**src/rtl/uart_rx_oversampled.sv**
```systemverilog
// UART receiver (8N1/8E1/8O1) clocked by the system clock, using a tick-enable
// oversampler, 3-sample majority vote at mid-bit and a valid/ready holding register.
module uart_rx_oversampled #(
  parameter int CLOCK_RATE = 25000000,
  parameter int BAUD_RATE  = 115200,
  parameter int OVERSAMPLE = 16,
  parameter int PARITY_EN  = 0,
  parameter int PARITY_ODD = 0
) (
  input  logic       clk,
  input  logic       reset,
  input  logic       i_Rx_Serial,
  input  logic       i_Rx_Ready,
  output logic [7:0] o_Rx_Byte,
  output logic       o_Rx_Valid,
  output logic       o_Parity_Err,
  output logic       o_Frame_Err,
  output logic       o_Overrun,
  output logic       o_Rx_Busy
);

  localparam int DIV_RAW = CLOCK_RATE / (BAUD_RATE * OVERSAMPLE);
  localparam int DIV     = (DIV_RAW < 1) ? 1 : DIV_RAW;
  localparam int DIV_W   = (DIV > 1) ? $clog2(DIV) : 1;
  localparam int SC_W    = $clog2(OVERSAMPLE);
  localparam int MID     = OVERSAMPLE / 2;

  localparam logic [DIV_W-1:0] DIV_LAST = DIV_W'(DIV - 1);
  localparam logic [SC_W-1:0]  SAMP_A   = SC_W'(MID - 1);
  localparam logic [SC_W-1:0]  SAMP_B   = SC_W'(MID);
  localparam logic [SC_W-1:0]  SAMP_DEC = SC_W'(MID + 1);
  localparam logic [SC_W-1:0]  SAMP_END = SC_W'(OVERSAMPLE - 1);
  localparam logic             ODD      = (PARITY_ODD != 0);

  typedef enum logic [2:0] {IDLE, START, DATA, PARITY, STOP, BREAK} state_t;

  state_t           state_reg;
  logic             sync1_reg, sync2_reg;
  logic [DIV_W-1:0] div_cnt_reg;
  logic [SC_W-1:0]  sample_cnt_reg;
  logic [2:0]       bit_idx_reg;
  logic [7:0]       shift_reg;
  logic             vote_a_reg, vote_b_reg;
  logic             par_mis_reg;
  logic             load_req_reg;

  logic s, tick, at_a, at_b, at_dec, at_end, vote;

  assign s      = sync2_reg;
  assign tick   = (div_cnt_reg == DIV_LAST);
  assign at_a   = (sample_cnt_reg == SAMP_A);
  assign at_b   = (sample_cnt_reg == SAMP_B);
  assign at_dec = (sample_cnt_reg == SAMP_DEC);
  assign at_end = (sample_cnt_reg == SAMP_END);
  // Third vote is the live synced sample at the decision point.
  assign vote   = (vote_a_reg & vote_b_reg) | (vote_a_reg & s) | (vote_b_reg & s);

  assign o_Rx_Busy = (state_reg != IDLE);

  always_ff @(posedge clk or posedge reset) begin
    if (reset) begin
      state_reg      <= IDLE;
      sync1_reg      <= 1'b1;
      sync2_reg      <= 1'b1;
      div_cnt_reg    <= '0;
      sample_cnt_reg <= '0;
      bit_idx_reg    <= '0;
      shift_reg      <= '0;
      vote_a_reg     <= 1'b0;
      vote_b_reg     <= 1'b0;
      par_mis_reg    <= 1'b0;
      load_req_reg   <= 1'b0;
      o_Rx_Byte      <= 8'h00;
      o_Rx_Valid     <= 1'b0;
      o_Parity_Err   <= 1'b0;
      o_Frame_Err    <= 1'b0;
      o_Overrun      <= 1'b0;
    end else begin
      sync1_reg    <= i_Rx_Serial;
      sync2_reg    <= sync1_reg;
      o_Parity_Err <= 1'b0;
      o_Frame_Err  <= 1'b0;
      o_Overrun    <= 1'b0;
      load_req_reg <= 1'b0;

      div_cnt_reg <= tick ? '0 : div_cnt_reg + 1'b1;
      if (state_reg != IDLE && tick)
        sample_cnt_reg <= at_end ? '0 : sample_cnt_reg + 1'b1;
      if (tick && at_a) vote_a_reg <= s;
      if (tick && at_b) vote_b_reg <= s;

      case (state_reg)
        IDLE: begin
          if (!s) begin
            state_reg      <= START;
            div_cnt_reg    <= '0;
            sample_cnt_reg <= '0;
            bit_idx_reg    <= '0;
            par_mis_reg    <= 1'b0;
          end
        end
        START: begin
          if (tick) begin
            if (at_dec && vote)
              state_reg <= IDLE;
            else if (at_end)
              state_reg <= DATA;
          end
        end
        DATA: begin
          if (tick) begin
            if (at_dec)
              shift_reg <= {vote, shift_reg[7:1]};
            if (at_end) begin
              if (bit_idx_reg == 3'd7)
                state_reg <= (PARITY_EN != 0) ? PARITY : STOP;
              else
                bit_idx_reg <= bit_idx_reg + 1'b1;
            end
          end
        end
        PARITY: begin
          if (tick) begin
            if (at_dec)
              par_mis_reg <= vote ^ (^shift_reg) ^ ODD;
            if (at_end)
              state_reg <= STOP;
          end
        end
        STOP: begin
          // Decide at mid-bit so the next start edge is never missed.
          if (tick && at_dec) begin
            if (vote) begin
              load_req_reg <= 1'b1;
              state_reg    <= IDLE;
            end else begin
              o_Frame_Err <= 1'b1;
              state_reg   <= BREAK;
            end
          end
        end
        BREAK: begin
          if (s) state_reg <= IDLE;
        end
        default: state_reg <= IDLE;
      endcase

      if (load_req_reg) begin
        if (!o_Rx_Valid || i_Rx_Ready) begin
          o_Rx_Byte    <= shift_reg;
          o_Rx_Valid   <= 1'b1;
          o_Parity_Err <= par_mis_reg;
        end else begin
          o_Overrun <= 1'b1;
        end
      end else if (i_Rx_Ready && o_Rx_Valid) begin
        o_Rx_Valid <= 1'b0;
      end
    end
  end

endmodule
```
**config.mk**
```make
export PLATFORM = sky130hd
export DESIGN_NAME = uart_rx_oversampled
export DESIGN_NICKNAME = d
export VERILOG_FILES = /design/src/rtl/uart_rx_oversampled.sv
export SDC_FILE = /design/constraint.sdc
export NUM_CORES = 1
export LEC_CHECK = 0
export ABC_CLOCK_PERIOD_IN_PS = 2100
export BUFFER_PORTS_ARGS = -buffer_cell sky130_fd_sc_hd__buf_2
export CORE_ASPECT_RATIO = 0.6
export CORE_MARGIN = 10
export CORE_UTILIZATION = 55
export DETAILED_ROUTE_END_ITERATION = 16
export GPL_ROUTABILITY_DRIVEN = 0
export PLACE_DENSITY = 0.79
export SKIP_LAST_GASP = 1
export SYNTH_ARGS = -nofsm -noshare
export SYNTH_HDL_FRONTEND = slang
export SYNTH_SLANG_ARGS = --single-unit
```
**constraint.sdc**
```tcl
create_clock -name clk -period 2.1 [get_ports clk]
set_input_delay 0.315 -clock clk [delete_from_list [all_inputs] [get_ports clk]]
set_output_delay 0.315 -clock clk [all_outputs]
set_load 0.03 [all_outputs]
```
======== Yosys cells after proc, flatten, opt, wreduce, memory -nomap -nowiden ========
Index checks and enable logic that the tools add are counted.
word-level totals
  register bits after elaboration ......... 40
  word-level logic and storage cells ...... 111
cells by class
  $add $sub $neg .......................... 3
  equal/unequal tests ..................... 24
  muxes and demuxes ....................... 42
  bitwise logic cells ..................... 6
  reductions and logical operators ........ 20
operators with widths
  cell                                                                    number
  3-bit two-way mux                                                       16
  4-bit two-way mux                                                       7
  2-bit inequality test (second input constant)                           11
  3-bit one-hot mux with 6 select lines                                   1
  4-bit equality test (second input constant)                             4
  1-bit two-way mux                                                       16
  10-bit AND reduction                                                    1
  3-bit equality test (second input constant)                             3
  4-bit by 1-bit adder with 4-bit output (second input constant)          2
  8-bit XOR reduction                                                     1
  3-bit by 2-bit equality test with 1-bit output (second input constant)  2
  1-bit logical AND                                                       6
  3-bit one-hot mux with 2 select lines                                   1
  2-bit nonzero test                                                      3
  5-bit AND reduction                                                     1
  4-bit by 3-bit equality test with 1-bit output (second input constant)  1
  2-bit AND reduction                                                     2
  4-bit AND reduction                                                     1
  3-bit by 1-bit adder with 3-bit output (second input constant)          1
  1-bit bitwise AND                                                       3
  3-bit by 1-bit equality test with 1-bit output (second input constant)  1
  3-bit logical NOT                                                       1
  3-bit inequality test (second input constant)                           1
  3-bit AND reduction                                                     1
  7 further kinds                                                         8

======== Logic depth before layout (Yosys ltp) ========
  depth in word-level cells ............... 7
  mapped depth ............................ 7

======== Worst setup path after synthesis ========
No wires, ideal clock.
  path type ............................... reg-to-reg
  start point ............................. reg state_reg[1]
  end point ............................... reg bit_idx_reg[0]
  arrival ................................. 1736 ps
  required time ........................... 1973 ps
  path slack .............................. 236 ps
  cell stages (with the launch flop) ...... 6
  clock period less this slack ............ 1864 ps
  path through ............................ dfrtp_1 > or3_1 > clkbuf_1 > nor2_2 > o21a_2 > mux2_1
on the way
  cells in the longest elaborated chain, start to end .. 3
  elaborated cells on any way between the ends .. 9
  classes of those cells .................. 5 x eq/ne; 1 x mux; 3 x reduce/logical
RTL lines
  element                                                                              RTL line  source
  start: declaration                                                                   37        state_t state_reg;
  start signal: assignment                                                             116       state_reg <= (PARITY_EN != 0) ? PARITY : STOP;
  3-bit by 2-bit equality test with 1-bit output or 3-bit logical NOT (tied branches)  92        case (state_reg)
  2-bit inequality test (no source line) or 2-bit nonzero test (tied branches)         --
  5-bit AND reduction (no source line)                                                 --
  end signal: assignment                                                               118       bit_idx_reg <= bit_idx_reg + 1'b1;
  end: declaration                                                                     41        logic [2:0] bit_idx_reg;
Several ways; a longest one is shown, not always the timed one.
A chain may end at the register's enable or synchronous reset.

======== Worst setup path after layout ========
  start point ............................. reg state_reg[1]
  end point ............................... out o_Rx_Busy
on the way
  cells in the longest elaborated chain, start to end .. 1
RTL lines
  element             RTL line  source
  3-bit nonzero test  58        assign o_Rx_Busy = (state_reg != IDLE);
  end: declaration    19        output logic o_Rx_Busy
Every way passes these cells.

==> run_results.csv <==
group,metric,value,unit
yosys,synth_flop_cell,"dfrtp_1",
cts,ctsResizeCount,0,
floorplanning,coreArea,3303,µm²
final_layout,mostFrequentLayoutCells,"38 x dfrtp_1, 16 x buf_2, 12 x nand2_1",
final_layout,fillers,268,
sta,tns,0,ns
route,remaining_drc_errors,0,
yosys,synthTopCellsByArea,"dfrtp_1 49%, mux2_2 6.4%, mux2_1 4.7%",
critical_path,cp_top_family,"simple AND/OR/NAND/NOR gates",
yosys,synth_cell_types,40,
run,drv_cap,0,
yosys,synth_edf_count,0,
sta,fin_ws,0.2402,ns
sta,tightest_slew,0.4930,ns
floorplanning,num_io_pins,17,
floorplanning,start_util,58.33,%
critical_path,crit_arrival,1.54,ns
critical_path,path_max_fanout,14,
critical_path,cp_slowest_cell,"or3_1",
final_layout,diodes,0,
status,status,"completed",
cts,htreeDepth,2,
sta,post-route-period-util,88.56,%
sta,fmax,537.7,MHz
critical_path,worstSetupStartpoint,"state_reg[1]$_DFFE_PP0P_",
critical_path,reg2reg_from,"state_reg[1]$_DFFE_PP0P_",
critical_path,path_buf_inv,1,
global_route,grt_pass1_wl,6196,µm
global_route,grt.total_usage,12.58,%
global_route,grt_pass1_vias,1281,
min_path,worstHoldStart,"i_Rx_Serial",
sta,clock_skew,0.007681,ns
placement,io_buffers,16,
yosys,ys_ff_latch,40,
critical_path,critical_path_class,"register to primary output",
route,route.met3.wl,311,µm
route,routedWlPerCell,16.05,µm
route,wirelength,3804,µm
route,routed-wl-met2,1748,µm
power,intPower,0.001044,W
cts,cts_hold_buffers,0,
route,first_iter_violations,154,
floorplanning,die_y,65.85,µm
min_path,min_path_type,"input pin to register",
global_route,grt_max_degree,41,
critical_path,slowest_delay,0.52,ns
power,combPwrFrac,1.4,%
cts,insertion_delay,0.29,ns
cts,cts_buffer_depth,2,
sta,hold_viol,0,
cts,post_cts_buffers,0,
yosys,synth.top_cell.area_share,49.35,%
sta,finalSetupViolCount,0,
placement,placedCellCount,229,
power,total_power,0.001321,W
yosys,yosysWarnings,0,
sta,final_max_slew_viol_count,0,
global_route,grt_overflow_total,0,
sta,period_needed,1.860,ns
final_layout,final_nets,202,
yosys,async_flop_share,100.0,%
sta,max_slew_margin,67.13,%
cts,clkSinkCount,40,
power,p_leak,1.063,nW
cts,root_buffer,"clkbuf_8",
cts,clkTransAtPathRegs,0.07,ns
critical_path,start_kind,"register",
yosys,postSynthCellCount,168,
sta,hold_ws,0.1205,ns
yosys,ys_seq_area_share,52.08,%
yosys,syn_area,1927,µm²
global_route,grt_antenna_before_repair,0,
yosys,synth_nets,179,
floorplanning,die_w,96.41,µm
final_layout,final_common_cell,"dfrtp_1",
critical_path,rrSetupSlack,0.24,ns
critical_path,cp_cell_sequence,"or3_1 -> buf_2",
route,wl_met1,1694,µm
placement,hpwl,2774,µm
floorplanning,die_area,6348,µm²
placement,place_ws,0.2836,ns
power,powerDensity,608.6,nW/µm²
power,p_sw,0.0002770,W
final_layout,drive_gt1_share,23.44,%
critical_path,required,1.78,ns
route,vias,1346,
yosys,postSynthAreaPerCell,11.47,µm²
cts,cts_tree,"built",
cts,cts_inserted_buffers,5,
sta,rsz0062_at_grt,"no",
yosys,yosysTopAreaCell,"dfrtp_1",
route,dr.pass1.iters,4,
critical_path,end_kind,"primary output",
route,vias_per_cell,5.679,
power,power_frac_clock,39.8,%
power,peakVddDrop,0.3586,mV
power,p_sw_share,20.97,%
final_layout,synthToLayoutAreaGrowth,12.66,%
route,dr.max_layer_used,"met4",
floorplanning,fp-row-count,16,
route,drtAntennaViolNets,0,
power,p_seq_share,58.8,%
final_layout,layout.cells.non_filler,237,
routing by layer:
| metal | up-vias | global-route usage [%] |
|---|---|---|
| li1 | 629 | - |
| met1 | 652 | 17.28 |
| met2 | 55 | 16.89 |
| met3 | 10 | 4.989 |
| met4 | 0 | 5.596 |
| met5 | - | 0 |
layout make-up:
| class | instances | area (µm²) | share of cell area, % |
|---|---|---|---|
| repair buffers | 21 | 117.6 | 5.418 |
| multi-input cells | 112 | 858.3 | 39.54 |
| inverters | 11 | 41.29 | 1.902 |
| flip-flops and latches | 40 | 1003 | 46.22 |
| clock inverters | 1 | 7.507 | 0.3458 |
| well taps | 45 | 56.30 | 2.594 |
| clock buffers | 7 | 86.33 | 3.977 |
Yosys cell counts (4+ instances only):
master	instances
buf_2	4
xnor2_1	7
inv_1	11
mux2_2	11
o41ai_1	5
o21ai_0	5
nand2_1	12
ha_1	7
nor3_1	7
a21oi_1	4
nand3_1	7
mux2_1	8
nor2_1	9
dfrtp_1	38
metrics by stage:
step / utilization (%) / cell area, µm²
final: 65.72 / 2171
after global routing: 65.72 / 2171
after CTS: 65.72 / 2171
after detailed placement: 62.88 / 2077
after global placement: 62.88 / 2077
after floorplan: - / 1927
worst paths after layout:
path / depth (start not counted) / end
worst max-delay path: 2 / o_Rx_Busy
worst min-delay path: 1 / sync1_reg$_DFF_PP1_
worst max register to register: 4 / state_reg[0]$_DFFE_PP0P_
worst min register to register: 0 / s$_DFF_PP1_
max in group asynchronous: 3 / sync1_reg$_DFF_PP1_
min in group asynchronous: 3 / div_cnt_reg[2]$_DFF_PP0_
power by group through the flow:
stage	clock network (W)	registers (W)	logic, W
after global routing	0.000580	0.000776	0.0000228
after global placement	0	0.000791	0.0000198
final	0.000526	0.000776	0.0000191
after floorplan	0	0.000790	0.0000122
after CTS	0.000539	0.000776	0.0000205
after detailed placement	0	0.000791	0.0000207
kinds of logic after synthesis:
logic type / count (synthesis) / share of synthesized area [%]
fa+ha+maj: 8 / 5.065
flops: 40 / 52.08
xor+xnor: 10 / 5.260
simple gates: 53 / 14.87
mux: 21 / 12.14
buf+inv: 16 / 3.376
compound gates: 20 / 7.208
No activity file was read; power rests on OpenSTA's default activity.
